File: src/rtl/core_pc_ctrl_pkg.sv
// -----------------------------------------------------------------------------
// core_pc_ctrl_pkg
// Shared types and constants for the xRV32I program-counter / fetch-control
// stage.
//   - instruction address/data widths and their typedefs
//   - reset address and the hold/jump request encodings
//   - FSM state encoding for core_pc_ctrl
//   - helpers for PC stepping and word alignment
// -----------------------------------------------------------------------------
package core_pc_ctrl_pkg;

   localparam int INST_ADDR_W = 32;   // instruction address bus width
   localparam int INST_W      = 32;   // instruction word width

   typedef logic [INST_ADDR_W-1:0] inst_addr_t;
   typedef logic [INST_W-1:0]      inst_t;

   localparam inst_addr_t CPU_RST_ADDRESS = 32'h0000_0000;

   localparam logic HOLD_ENABLE  = 1'b1;
   localparam logic HOLD_NONE    = 1'b0;
   localparam logic JUMP_ENABLE  = 1'b1;
   localparam logic JUMP_DISABLE = 1'b0;

   localparam inst_addr_t INST_STEP = 32'd4;

   typedef enum logic [1:0] {
      PC_STATE_BOOT    = 2'd0,
      PC_STATE_FETCH   = 2'd1,
      PC_STATE_HOLD    = 2'd2,
      PC_STATE_DISCARD = 2'd3
   } pc_state_e;

   // Sequential PC step; wraps modulo 2^32 by construction.
   function automatic inst_addr_t pc_next(input inst_addr_t pc);
      return pc + INST_STEP;
   endfunction

   // Drop the byte offset so the address points at a whole instruction.
   function automatic inst_addr_t word_align(input inst_addr_t addr);
      return addr & ~inst_addr_t'(3);
   endfunction

endpackage

File: src/rtl/core_pc_ctrl_if.sv
// -----------------------------------------------------------------------------
// core_pc_ctrl_if
// Instruction-fetch req/ack bus between the PC/fetch stage and instruction
// memory.
//   ifetch_req_out   fetch request         (master -> slave)
//   ifetch_addr_out  fetch address         (master -> slave)
//   ifetch_ack_in    fetch data valid      (slave  -> master)
//   ifetch_data_in   fetched instruction   (slave  -> master)
// The address is held stable by the master until the slave acknowledges.
// -----------------------------------------------------------------------------
interface core_pc_ctrl_if import core_pc_ctrl_pkg::*; ();

   logic       ifetch_req_out;
   inst_addr_t ifetch_addr_out;
   logic       ifetch_ack_in;
   inst_t      ifetch_data_in;

   modport master (
      output ifetch_req_out,
      output ifetch_addr_out,
      input  ifetch_ack_in,
      input  ifetch_data_in
   );

   modport slave (
      input  ifetch_req_out,
      input  ifetch_addr_out,
      output ifetch_ack_in,
      output ifetch_data_in
   );

endinterface

File: src/rtl/core_pc_skid.sv
// -----------------------------------------------------------------------------
// core_pc_skid
// One-entry instruction + address buffer. Catches an instruction that
// completes while the front end is held so it can be handed on when the hold
// releases.
//   clk, rst    clock, asynchronous active-low reset
//   load        capture load_inst/load_addr, mark full
//   drain       entry consumed, mark empty
//   clear       discard the entry (wrong path), highest priority
//   full        entry valid
//   inst, addr  buffered instruction and its address
// Only the occupancy flag is reset; the payload is qualified by full.
// -----------------------------------------------------------------------------
module core_pc_skid import core_pc_ctrl_pkg::*; (
   input  logic       clk,
   input  logic       rst,
   input  logic       load,
   input  logic       drain,
   input  logic       clear,
   input  inst_t      load_inst,
   input  inst_addr_t load_addr,
   output logic       full,
   output inst_t      inst,
   output inst_addr_t addr
);

   always_ff @(posedge clk or negedge rst) begin
      if (!rst) begin
         full <= 1'b0;
      end else if (clear) begin
         full <= 1'b0;
      end else if (load) begin
         full <= 1'b1;
      end else if (drain) begin
         full <= 1'b0;
      end
   end

   always_ff @(posedge clk) begin
      if (load) begin
         inst <= load_inst;
         addr <= load_addr;
      end
   end

endmodule

File: src/rtl/core_pc_ctrl.sv
// -----------------------------------------------------------------------------
// core_pc_ctrl
// Program counter and instruction-fetch control at the front of the xRV32I
// pipeline. Owns the PC, issues fetches over a req/ack bus, applies hold and
// jump requests from execute, presents fetched instructions to IF/ID and
// drives the IF/ID + ID/EX flush/stall controls.
//
// Parameters
//   RESET_ADDR  PC after reset
//   TRAP_ADDR   redirect target for a misaligned jump (trap build only)
// Ports
//   clk, rst           clock, asynchronous active-low reset
//   hold_flag_ex_in    hold request from execute
//   jump_flag_ex_in    jump request from execute
//   jump_addr_ex_in    jump target from execute
//   hold_flag_ext_in   hold request from bus/debug
//   ifetch             fetch bus (master side of core_pc_ctrl_if)
//   inst_valid_out     instruction valid to IF/ID
//   inst_out           instruction
//   inst_addr_out      instruction address
//   flush_out          kill IF/ID and ID/EX (combinational)
//   stall_out          freeze IF/ID and ID/EX (combinational)
//   misalign_out       one-cycle misaligned-jump pulse
//
// Build option
//   CORE_PC_CTRL_MISALIGN_TRAP_EN  defined: a jump whose target has a byte
//   offset redirects to TRAP_ADDR and pulses misalign_out. Undefined: the
//   target is word-aligned and misalign_out stays 0.
// -----------------------------------------------------------------------------
module core_pc_ctrl import core_pc_ctrl_pkg::*; #(
   parameter inst_addr_t RESET_ADDR = CPU_RST_ADDRESS,
   parameter inst_addr_t TRAP_ADDR  = 32'h0000_0100
) (
   input  logic           clk,
   input  logic           rst,
   input  logic           hold_flag_ex_in,
   input  logic           jump_flag_ex_in,
   input  inst_addr_t     jump_addr_ex_in,
   input  logic           hold_flag_ext_in,
   core_pc_ctrl_if.master ifetch,
   output logic           inst_valid_out,
   output inst_t          inst_out,
   output inst_addr_t     inst_addr_out,
   output logic           flush_out,
   output logic           stall_out,
   output logic           misalign_out
);

`ifdef CORE_PC_CTRL_MISALIGN_TRAP_EN
   localparam logic TRAP_EN = 1'b1;
`else
   localparam logic TRAP_EN = 1'b0;
`endif

   pc_state_e  state;
   inst_addr_t pc;
   logic       req_q;
   inst_addr_t addr_q;
   logic       valid_q;
   inst_t      inst_q;
   inst_addr_t inst_addr_q;
   logic       misalign_q;

   logic       hold_req;
   logic       jump_req;
   logic       fetch_done;
   logic       jump_misalign;
   inst_addr_t jump_target;

   logic       skid_load;
   logic       skid_drain;
   logic       skid_clear;
   logic       skid_full;
   inst_t      skid_inst;
   inst_addr_t skid_addr;

   assign hold_req   = (hold_flag_ex_in | hold_flag_ext_in) != HOLD_NONE;
   assign jump_req   = (jump_flag_ex_in == JUMP_ENABLE);
   assign fetch_done = req_q & ifetch.ifetch_ack_in;

   // A jump always wins over a hold, so the stall is suppressed while the
   // flush is active.
   assign flush_out = jump_req;
   assign stall_out = hold_req & (jump_flag_ex_in == JUMP_DISABLE);

   assign jump_misalign = (jump_addr_ex_in[1:0] != 2'b00);
   assign jump_target   = (TRAP_EN && jump_misalign) ? TRAP_ADDR
                                                     : word_align(jump_addr_ex_in);

   // The skid only ever catches a fetch that lands while held; a jump makes
   // whatever it holds wrong-path.
   assign skid_load  = ((state == PC_STATE_FETCH) || (state == PC_STATE_HOLD))
                       && !jump_req && hold_req && fetch_done;
   assign skid_drain = (state == PC_STATE_HOLD) && !jump_req && !hold_req
                       && skid_full;
   assign skid_clear = jump_req;

   core_pc_skid u_skid (
      .clk       (clk),
      .rst       (rst),
      .load      (skid_load),
      .drain     (skid_drain),
      .clear     (skid_clear),
      .load_inst (ifetch.ifetch_data_in),
      .load_addr (addr_q),
      .full      (skid_full),
      .inst      (skid_inst),
      .addr      (skid_addr)
   );

   always_ff @(posedge clk or negedge rst) begin
      if (!rst) begin
         state       <= PC_STATE_BOOT;
         pc          <= RESET_ADDR;
         req_q       <= 1'b0;
         addr_q      <= RESET_ADDR;
         valid_q     <= 1'b0;
         inst_q      <= '0;
         inst_addr_q <= '0;
         misalign_q  <= 1'b0;
      end else begin
         misalign_q <= 1'b0;
         if (jump_req) begin
            valid_q    <= 1'b0;
            pc         <= jump_target;
            misalign_q <= TRAP_EN & jump_misalign;
            if (state == PC_STATE_DISCARD) begin
               // Still waiting out the old fetch; only the target moves.
               if (ifetch.ifetch_ack_in) begin
                  state  <= PC_STATE_FETCH;
                  req_q  <= 1'b1;
                  addr_q <= jump_target;
               end
            end else if (req_q && !ifetch.ifetch_ack_in) begin
               // The memory still owes data for the old address; keep the
               // request and address stable and drop that data when it comes.
               state <= PC_STATE_DISCARD;
            end else begin
               // Any data acked this cycle is wrong-path and simply ignored.
               state  <= PC_STATE_FETCH;
               req_q  <= 1'b1;
               addr_q <= jump_target;
            end
         end else begin
            case (state)
               PC_STATE_BOOT: begin
                  state   <= PC_STATE_FETCH;
                  req_q   <= 1'b1;
                  addr_q  <= pc;
                  valid_q <= 1'b0;
               end

               PC_STATE_FETCH, PC_STATE_HOLD: begin
                  if (hold_req) begin
                     // No new request; an outstanding one is allowed to finish
                     // and its data parks in the skid buffer.
                     state   <= PC_STATE_HOLD;
                     valid_q <= 1'b0;
                     if (fetch_done) begin
                        req_q <= 1'b0;
                        pc    <= pc_next(pc);
                     end
                  end else if ((state == PC_STATE_HOLD) && skid_full) begin
                     state       <= PC_STATE_FETCH;
                     valid_q     <= 1'b1;
                     inst_q      <= skid_inst;
                     inst_addr_q <= skid_addr;
                     req_q       <= 1'b1;
                     addr_q      <= pc;
                  end else if (fetch_done) begin
                     state       <= PC_STATE_FETCH;
                     valid_q     <= 1'b1;
                     inst_q      <= ifetch.ifetch_data_in;
                     inst_addr_q <= addr_q;
                     pc          <= pc_next(pc);
                     req_q       <= 1'b1;
                     addr_q      <= pc_next(pc);
                  end else begin
                     state   <= PC_STATE_FETCH;
                     valid_q <= 1'b0;
                     req_q   <= 1'b1;
                     if (!req_q) begin
                        addr_q <= pc;
                     end
                  end
               end

               PC_STATE_DISCARD: begin
                  valid_q <= 1'b0;
                  if (ifetch.ifetch_ack_in) begin
                     if (hold_req) begin
                        state <= PC_STATE_HOLD;
                        req_q <= 1'b0;
                     end else begin
                        state  <= PC_STATE_FETCH;
                        req_q  <= 1'b1;
                        addr_q <= pc;
                     end
                  end
               end

               default: begin
                  state <= PC_STATE_BOOT;
                  req_q <= 1'b0;
               end
            endcase
         end
      end
   end

   assign ifetch.ifetch_req_out  = req_q;
   assign ifetch.ifetch_addr_out = addr_q;
   assign inst_valid_out         = valid_q;
   assign inst_out               = inst_q;
   assign inst_addr_out          = inst_addr_q;
   assign misalign_out           = TRAP_EN ? misalign_q : 1'b0;

endmodule

File: src/flat_wrapper.sv
// flat-port wrapper written by rule: the top's interface ports become plain ports
module core_pc_ctrl_flat import core_pc_ctrl_pkg::*;
#(
   parameter inst_addr_t RESET_ADDR = CPU_RST_ADDRESS,
   parameter inst_addr_t TRAP_ADDR  = 32'h0000_0100
)
  (clk, rst, hold_flag_ex_in, jump_flag_ex_in, jump_addr_ex_in, hold_flag_ext_in, inst_valid_out, inst_out, inst_addr_out, flush_out, stall_out, misalign_out, ifetch_ifetch_req_out, ifetch_ifetch_addr_out, ifetch_ifetch_ack_in, ifetch_ifetch_data_in);
  core_pc_ctrl_if ifetch_i ();
  input  logic clk;
  input  logic rst;
  input  logic hold_flag_ex_in;
  input  logic jump_flag_ex_in;
  input  inst_addr_t jump_addr_ex_in;
  input  logic hold_flag_ext_in;
  output logic inst_valid_out;
  output inst_t inst_out;
  output inst_addr_t inst_addr_out;
  output logic flush_out;
  output logic stall_out;
  output logic misalign_out;
  output wire logic [$bits(ifetch_i.ifetch_req_out)-1:0] ifetch_ifetch_req_out;
  output wire logic [$bits(ifetch_i.ifetch_addr_out)-1:0] ifetch_ifetch_addr_out;
  input wire logic [$bits(ifetch_i.ifetch_ack_in)-1:0] ifetch_ifetch_ack_in;
  input wire logic [$bits(ifetch_i.ifetch_data_in)-1:0] ifetch_ifetch_data_in;
  assign ifetch_ifetch_req_out = ifetch_i.ifetch_req_out;
  assign ifetch_ifetch_addr_out = ifetch_i.ifetch_addr_out;
  assign ifetch_i.ifetch_ack_in = ifetch_ifetch_ack_in;
  assign ifetch_i.ifetch_data_in = ifetch_ifetch_data_in;
  core_pc_ctrl #(.RESET_ADDR(RESET_ADDR), .TRAP_ADDR(TRAP_ADDR)) u_core (.clk(clk), .rst(rst), .hold_flag_ex_in(hold_flag_ex_in), .jump_flag_ex_in(jump_flag_ex_in), .jump_addr_ex_in(jump_addr_ex_in), .hold_flag_ext_in(hold_flag_ext_in), .ifetch(ifetch_i), .inst_valid_out(inst_valid_out), .inst_out(inst_out), .inst_addr_out(inst_addr_out), .flush_out(flush_out), .stall_out(stall_out), .misalign_out(misalign_out));
endmodule
File: config.mk
export PLATFORM = sky130hd
export DESIGN_NAME = core_pc_ctrl_flat
export DESIGN_NICKNAME = d
export VERILOG_FILES = /design/src/rtl/core_pc_ctrl_pkg.sv /design/src/rtl/core_pc_ctrl_if.sv /design/src/rtl/core_pc_skid.sv /design/src/rtl/core_pc_ctrl.sv /design/src/flat_wrapper.sv
export SDC_FILE = /design/constraint.sdc
export NUM_CORES = 1
export LEC_CHECK = 0
export CAP_MARGIN = 20
export CORE_MARGIN = 3
export CORE_UTILIZATION = 40
export CTS_BUF_LIST = sky130_fd_sc_hd__clkbuf_4 sky130_fd_sc_hd__clkbuf_8
export DETAILED_ROUTE_END_ITERATION = 6
export MAX_ROUTING_LAYER = met4
export PLACE_DENSITY = 0.67
export SETUP_SLACK_MARGIN = 0.15
export SYNTH_ARGS = -nofsm -noshare
export SYNTH_HDL_FRONTEND = slang
export SYNTH_SLANG_ARGS = --single-unit
File: constraint.sdc
create_clock -name clk -period 5.6 [get_ports clk]
set_clock_uncertainty 0.2 [all_clocks]
set_input_delay 1.12 -clock clk [delete_from_list [all_inputs] [get_ports clk]]
set_output_delay 1.12 -clock clk [all_outputs]
set_load 0.05 [all_outputs]
==> impl_metrics.csv, run 1 <==
group,metric,value,unit
clock_network,cts_hold_repair.buffers,0,
clock_network,clock_tree_from_tritoncts,"yes",
timing,timing.slew.headroom,25.11,%
critical_path,worstSetupEndpointType,"primary output",
global_route,grt_start_max_net_pins,96,
run,drv.max_cap_violation_count,0,
synthesis,synth-seq-area-share,57.22,%
final_layout,area_growth_synth_to_finish,25.49,%
die,floorplan.initialDensity,40.87,%
placed_design,detailedPlace.worstSlack,1.357,ns
timing,max_clock_freq,0.2364,GHz
global_route,global_route.usage.total,18.81,%
synthesis,syn_area,8947,µm²
synthesis,synth_largest_area_cell,"dfrtp_1",
clock_network,clkSlewWorstSetupHoldPaths,0.11,ns
timing,rsz0062_at_grt,"no",
timing,timing.final.max_slew_violations,0,
final_layout,final_cell_mix,"clkdlybuf4s50_1 (166), dfrtp_1 (129), nor2_1 (109)",
critical_path,critical_path_buf_inv_count,3,
pwr,irDropWorstVdd,0.2130,mV
timing,layout_min_cycle_time,4.231,ns
critical_path,crit_path_max_fanout,39,
synthesis,synth.ff_latch_count,192,
placed_design,gpl.final_weighted_congestion,0.8246,
critical_path,critical_path.slowest_cell,"clkdlybuf4s50_1",
die,die_width,155.6,µm
clock_network,number_of_clock_buffers_inserted_by_tritoncts,17,
die,placement_rows,54,
synthesis,synth_async_sr_flop_share,67.19,%
route,postRouteWirelength,21.99,mm
pwr,power_per_cell_area,527.9,nW/µm²
global_route,number_of_global_route_vias_before_repair,6302,
synthesis,synth.yosys.warnings,0,
clock_network,post_cts_repair_setup_buffers,0,
critical_path,cp_cell_sequence,"clkdlybuf4s50_1, buf_4, clkdlybuf4s50_1",
clock_network,clockBufferDepth,2,
clock_network,postCtsResizedCells,0,
global_route,grt_antenna_before_repair,1,
critical_path,path_class,"in -> out",
placed_design,io_buffers,167,
route,antenna_violation_net_count_after_detailed_routing,0,
route,dr_total_vias,6439,
final_layout,area_occupied_by_registers,5120,µm²
route,route.detailed.drc,0,
timing,final-hold-violation-count,0,
placed_design,place_area,10790,µm²
global_route,grt_pass1_wl,35.00,mm
clock_network,clk_lat_worst_skew,0.46,ns
final_layout,finish.net_count,1008,
synthesis,postSynthAreaPerCell,11.30,µm²
timing,setup_viol,0,
final_layout,area_used_by_multi_input_combinational_logic,3541,µm²
route,detail_route.first_pass.iterations,5,
placed_design,dpl.hpwl,14.80,mm
synthesis,synth_edf_count,63,
final_layout,post-route-cell-area,11230,µm²
critical_path,timing.critical_path.required,4.28,ns
synthesis,ys.flop_type,"dfrtp_1",
timing,worst-slew-pin-transition,1.123,ns
timing,worst_slack,1.369,ns
synthesis,synth_fp_nets,866,
global_route,grt.overflow.total,0,
clock_network,clk_root_buffer_cell,"clkbuf_8",
critical_path,arrival_time_reported_for_the_critical_path_endpoint,2.91,ns
die,die-height,155.6,µm
final_layout,layout.cells.most_common,"clkdlybuf4s50_1",
die,number_of_top_level_pins,171,
critical_path,cp_slowest_stage_delay,0.90,ns
synthesis,top_area_cell_type_share_of_the_netlist_area,36.08,%
clock_network,htreeDepth,4,
outcome,run_status,"complete, no violations",
hold_path,hold_class,"reg -> reg",
die,fp.dieArea,24200,µm²
synthesis,post_synth_num_cell_types,62,
route,wire_per_inst,17.91,µm
synthesis,synth.area.top_cells,"dfrtp_1 (36%), edfxtp_1 (21%), mux2i_1 (8.1%)",
critical_path,critPathTopFamily,"buffers and inverters",
pwr,leakage,0.004127,µW
clock_network,numClockSinks,192,
critical_path,critPathLaunchType,"input pin",
critical_path,critical_path.most_common_cell,"clkdlybuf4s50_1",
final_layout,n_fill_cell,1979,
timing,tns,0,ns
synthesis,synthCells,792,
final_layout,final_util,51.29,%
final_layout,proportion_of_layout_cells_with_a_drive_suffix_above_1,7.814,%
route,first_iter_violations,428,
route,post_drt_via_cell_ratio,5.243,
die,core,21890,µm²
timing,fin_crit_sh,75.55,%
-- area by class of cell --
class / count / area share, %
tap: 280 / 3.120
sequential: 192 / 45.60
timing repair buffer: 178 / 15.63
clock buffer: 17 / 2.084
inverter: 7 / 0.2340
clock inverter: 15 / 1.772
multi-input combinational: 538 / 31.54
antenna: 1 / 0.02229
-- through the flow --
step           instances  hold WS [ns]  power [µW]
3_3_place_gp        1195        0.2909        4953
5_1_grt             1228        0.3389        6231
3_5_place_dp        1195        0.2946        4995
4_1_cts             1227        0.3231        5985
2_1_floorplan        792        0.3190        3982
6_report            1228        0.3200        5928
-- power breakdown --
part,leakage [µW],total (µW),internal [µW],switching (µW)
logic,0.00185,2760,910,1850
clock network,0.000218,985,457,528
registers,0.00206,2180,1870,310
total,0.00413,5930,3240,2690
-- Yosys cell counts, types with 5 or more instances --
cell type and n:
o21ai_0 11, buf_2 14, nand2b_1 13, buf_1 5, nand2_1 38, a21oi_1 86
xnor2_1 15, and3_1 6, nand4_1 25, a21boi_0 8, o21a_1 5, inv_1 6
clkbuf_1 26, buf_4 6, nor2_1 110, o31ai_1 5, xor2_1 35, edfxtp_1 63
and4_1 5, mux2i_1 72, dfrtp_1 129, nand3_1 19, nor4_1 7, mux2_2 10
nor3_1 12
-- worst reg2reg max path: cells and delay by family (launching register included) --
| kind | cells | cell delay (ns) |
|---|---|---|
| flops | 1 | 0.41 |
| buf+inv | 1 | 0.06 |
| compound gates | 3 | 0.75 |
| simple gates | 2 | 1.04 |
| fa+ha+maj | 1 | 0.37 |
-- logic make-up after synthesis --
kind of cell    share of synthesized area, %
compound gates                         10.39
xor+xnor                               4.894
fa+ha+maj                             0.5594
buf+inv                                3.314
flops                                  57.22
mux                                    9.313
other cells                          0.04191
simple gates                           14.26
-- worst paths after layout --
| path | from | end | slack, ns | depth (start not counted) |
|---|---|---|---|---|
| max | jump_flag_ex_in | flush_out | 1.37 | 3 |
| min | u_core.ifetch.ifetch_addr_out[4]$_DFFE_PN0P_ | u_core.u_skid.addr[4]$_DFFE_PP_ | 0.32 | 0 |
| max reg2reg | u_core.state[1]$_DFFE_PN0P_ | u_core.ifetch.ifetch_addr_out[9]$_DFFE_PN0P_ | 2.63 | 7 |
| min reg2reg | u_core.ifetch.ifetch_addr_out[4]$_DFFE_PN0P_ | u_core.u_skid.addr[4]$_DFFE_PP_ | 0.32 | 0 |
| max in group asynchronous | rst | u_core.inst_addr_out[18]$_DFFE_PN0P_ | 3.80 | 2 |
| min in group asynchronous | rst | u_core.ifetch.ifetch_addr_out[3]$_DFFE_PN0P_ | 0.43 | 1 |
-- metal layers --
layer	share of wire, %	GRT usage, %	up-vias
met2	46	27.98	186
met1	48	27.05	3120
met3	5.1	3.523	18
met4	0.93	4.252	0
li1	-	-	3115
met5	0	-	-
-- flip-flops by register name (all words and copies together), names as in the netlist --
| register | flops |
|---|---|
| u_core.u_skid.full | 1 |
| u_core.pc | 30 |
| u_core.inst_valid_out | 1 |
| u_core.ifetch.ifetch_addr_out | 31 |
| u_core.ifetch.ifetch_req_out | 1 |
| u_core.u_skid.inst | 32 |
| u_core.inst_addr_out | 31 |
| u_core.inst_out | 32 |
| u_core.state | 2 |
| u_core.u_skid.addr | 31 |
(Power assumes the default switching activity.)
==> run 2: changes to the inputs <==
--- a/config.mk
+++ b/config.mk
@@ -11,7 +11,7 @@
 export CTS_BUF_LIST = sky130_fd_sc_hd__clkbuf_4 sky130_fd_sc_hd__clkbuf_8
 export DETAILED_ROUTE_END_ITERATION = 6
 export MAX_ROUTING_LAYER = met4
-export PLACE_DENSITY = 0.67
+export PLACE_DENSITY = 0.7
 export SETUP_SLACK_MARGIN = 0.15
 export SYNTH_ARGS = -nofsm -noshare
 export SYNTH_HDL_FRONTEND = slang
==> constraint.sdc (replaced) <==
create_clock -name clk -period 3.4 [get_ports clk]
set_clock_uncertainty 0.2 [all_clocks]
set_input_delay 0.68 -clock clk [delete_from_list [all_inputs] [get_ports clk]]
set_output_delay 0.68 -clock clk [all_outputs]
set_load 0.05 [all_outputs]
==> run 2 against run 1 <==
  * Via count increased by 0.26%
  * Largest power group unchanged
  * Non-clock buffer count rose by 6
  * Sequential power is 64% higher
  * Power grew 64%
  * Clock-buffer cell count rose by 4
  * Cell area up 1.0%
  * Worst setup slack worse by 0.82 ns
  * Combinational power grew 66%
  * Cell count is 0.49% higher
==> impl_metrics.csv, run 2 (synthesized netlist as in run 1, its figures left out) <==
group,metric,value,unit
placed_design,gpl.final_weighted_congestion,0.8323,
clock_network,htreeDepth,4,
final_layout,n_fill_cell,1953,
global_route,grt_start_max_net_pins,128,
clock_network,number_of_clock_buffers_inserted_by_tritoncts,17,
pwr,irDropWorstVdd,0.3048,mV
placed_design,io_buffers,167,
route,dr_total_vias,6456,
pwr,leakage,0.004177,µW
critical_path,rr_endpoint,"u_core.ifetch.ifetch_addr_out[26]$_DFFE_PN0P_",
critical_path,arrival_time_reported_for_the_critical_path_endpoint,3.00,ns
hold_path,hold_class,"in -> async",
timing,layout_min_cycle_time,2.846,ns
route,post_drt_via_cell_ratio,5.232,
final_layout,final_cell_mix,"clkdlybuf4s50_1 (164), dfrtp_1 (129), nor2_1 (109)",
critical_path,cp_slowest_stage_delay,0.46,ns
placed_design,place_area,10920,µm²
clock_network,clockBufferDepth,2,
critical_path,cp_cell_sequence,"inv_1, ha_1, a21bo_2, a211oi_4, or2_2, buf_4, a21oi_1, a32o_1",
critical_path,reg2regPathDepth,8,
timing,tns,0,ns
clock_network,clock_tree_from_tritoncts,"yes",
clock_network,clk_lat_worst_skew,0.47,ns
timing,max_clock_freq,0.3513,GHz
die,core,21890,µm²
die,placement_rows,54,
final_layout,layout.cells.most_common,"clkdlybuf4s50_1",
critical_path,timing.critical_path.from,"u_core.state[1]$_DFFE_PN0P_",
clock_network,numClockSinks,192,
die,die-height,155.6,µm
global_route,global_route.usage.total,18.86,%
route,first_iter_violations,637,
final_layout,area_used_by_multi_input_combinational_logic,3541,µm²
final_layout,post-route-cell-area,11340,µm²
timing,setup_viol,0,
critical_path,critPathLaunchType,"flip-flop",
clock_network,post_cts_repair_setup_buffers,0,
clock_network,postCtsResizedCells,0,
route,wire_per_inst,17.77,µm
route,postRouteWirelength,21.93,mm
clock_network,clkSlewWorstSetupHoldPaths,0.11,ns
global_route,grt_antenna_before_repair,0,
final_layout,area_occupied_by_registers,5120,µm²
critical_path,critPathTopFamily,"compound AO/OA/AOI/OAI gates",
timing,rsz0062_at_grt,"no",
die,floorplan.initialDensity,40.87,%
route,route.detailed.drc,0,
critical_path,path_class,"reg -> reg",
final_layout,area_growth_synth_to_finish,26.77,%
critical_path,timing.rr.start,"u_core.state[1]$_DFFE_PN0P_",
timing,fin_crit_sh,83.71,%
run,drv.max_cap_violation_count,0,
die,fp.dieArea,24200,µm²
die,die_width,155.6,µm
route,detail_route.first_pass.iterations,5,
final_layout,finish.net_count,1014,
global_route,number_of_global_route_vias_before_repair,6378,
timing,timing.slew.headroom,57.37,%
timing,final-hold-violation-count,0,
placed_design,dpl.hpwl,15.06,mm
critical_path,critical_path_buf_inv_count,2,
global_route,grt.overflow.total,0,
outcome,run_status,"complete, no violations",
final_layout,proportion_of_layout_cells_with_a_drive_suffix_above_1,8.604,%
global_route,grt_pass1_wl,35.33,mm
die,number_of_top_level_pins,171,
clock_network,clk_root_buffer_cell,"clkbuf_8",
placed_design,placedCellCount,1201,
pwr,power_per_cell_area,859.6,nW/µm²
timing,timing.final.max_slew_violations,0,
critical_path,r2r_slack,0.55,ns
critical_path,critical_path.slowest_cell,"a211oi_4",
timing,worst-slew-pin-transition,0.6394,ns
critical_path,timing.critical_path.required,3.56,ns
final_layout,fin_cells,1234,
critical_path,worstSetupEndpointType,"flip-flop",
critical_path,crit_path_max_fanout,17,
route,antenna_violation_net_count_after_detailed_routing,0,
clock_network,cts_hold_repair.buffers,0,
-- run 2: worst max path at each step --
stage                                                     to  depth (start not counted)  slack (ns)
3_3_place_gp   u_core.ifetch.ifetch_addr_out[26]$_DFFE_PN0P_                          7        0.46
5_1_grt        u_core.ifetch.ifetch_addr_out[26]$_DFFE_PN0P_                          8        0.34
4_1_cts        u_core.ifetch.ifetch_addr_out[26]$_DFFE_PN0P_                          8        0.53
6_report       u_core.ifetch.ifetch_addr_out[26]$_DFFE_PN0P_                          8        0.55
3_5_place_dp   u_core.ifetch.ifetch_addr_out[26]$_DFFE_PN0P_                          7        0.43
2_1_floorplan               u_core.u_skid.addr[10]$_DFFE_PP_                          2        0.78
-- run 2: power breakdown --
part | total, µW | leakage, µW | switching, µW | internal [µW]
Sequential | 3580 | 0.00206 | 496 | 3080
Clock | 1580 | 0.000213 | 811 | 770
Combinational | 4590 | 0.00190 | 3070 | 1530
Total | 9750 | 0.00418 | 4370 | 5380
-- run 2: metrics by stage --
step / hold WS, ns / power [µW] / setup WS (ns) / util (%)
2_1_floorplan: 0.1844 / 6556 / 0.7764 / -
3_3_place_gp: 0.2862 / 8180 / 0.4586 / 49.89
3_5_place_dp: 0.2930 / 8250 / 0.4266 / 49.89
4_1_cts: 0.009676 / 9835 / 0.5320 / 51.80
5_1_grt: 0.02848 / 10240 / 0.3376 / 51.80
6_report: 0.002478 / 9750 / 0.5538 / 51.81
-- run 2: cell type report --
class	count	share of cell area, %
Clock buffer	21	2.328
Tap cell	280	3.089
Sequential cell	192	45.14
Timing Repair Buffer	184	16.60
Multi-Input combinational cell	538	31.22
Antenna cell	1	0.02206
Clock inverter	11	1.368
Inverter	7	0.2317
-- run 2: per-layer routing --
layer | wire, µm | global-route usage [%]
met4 | 329 | 5.294
met5 | 0 | -
met1 | 10340 | 26.61
met2 | 10280 | 28.62
met3 | 974 | 2.885
-- run 2: worst reg2reg max path: stages, from the launching register on --
cell and delay (ns):
dfrtp_1 0.42, inv_1 0.06, ha_1 0.42, a21bo_2 0.37, a211oi_4 0.46, or2_2 0.23, buf_4 0.26, a21oi_1 0.08
a32o_1 0.24
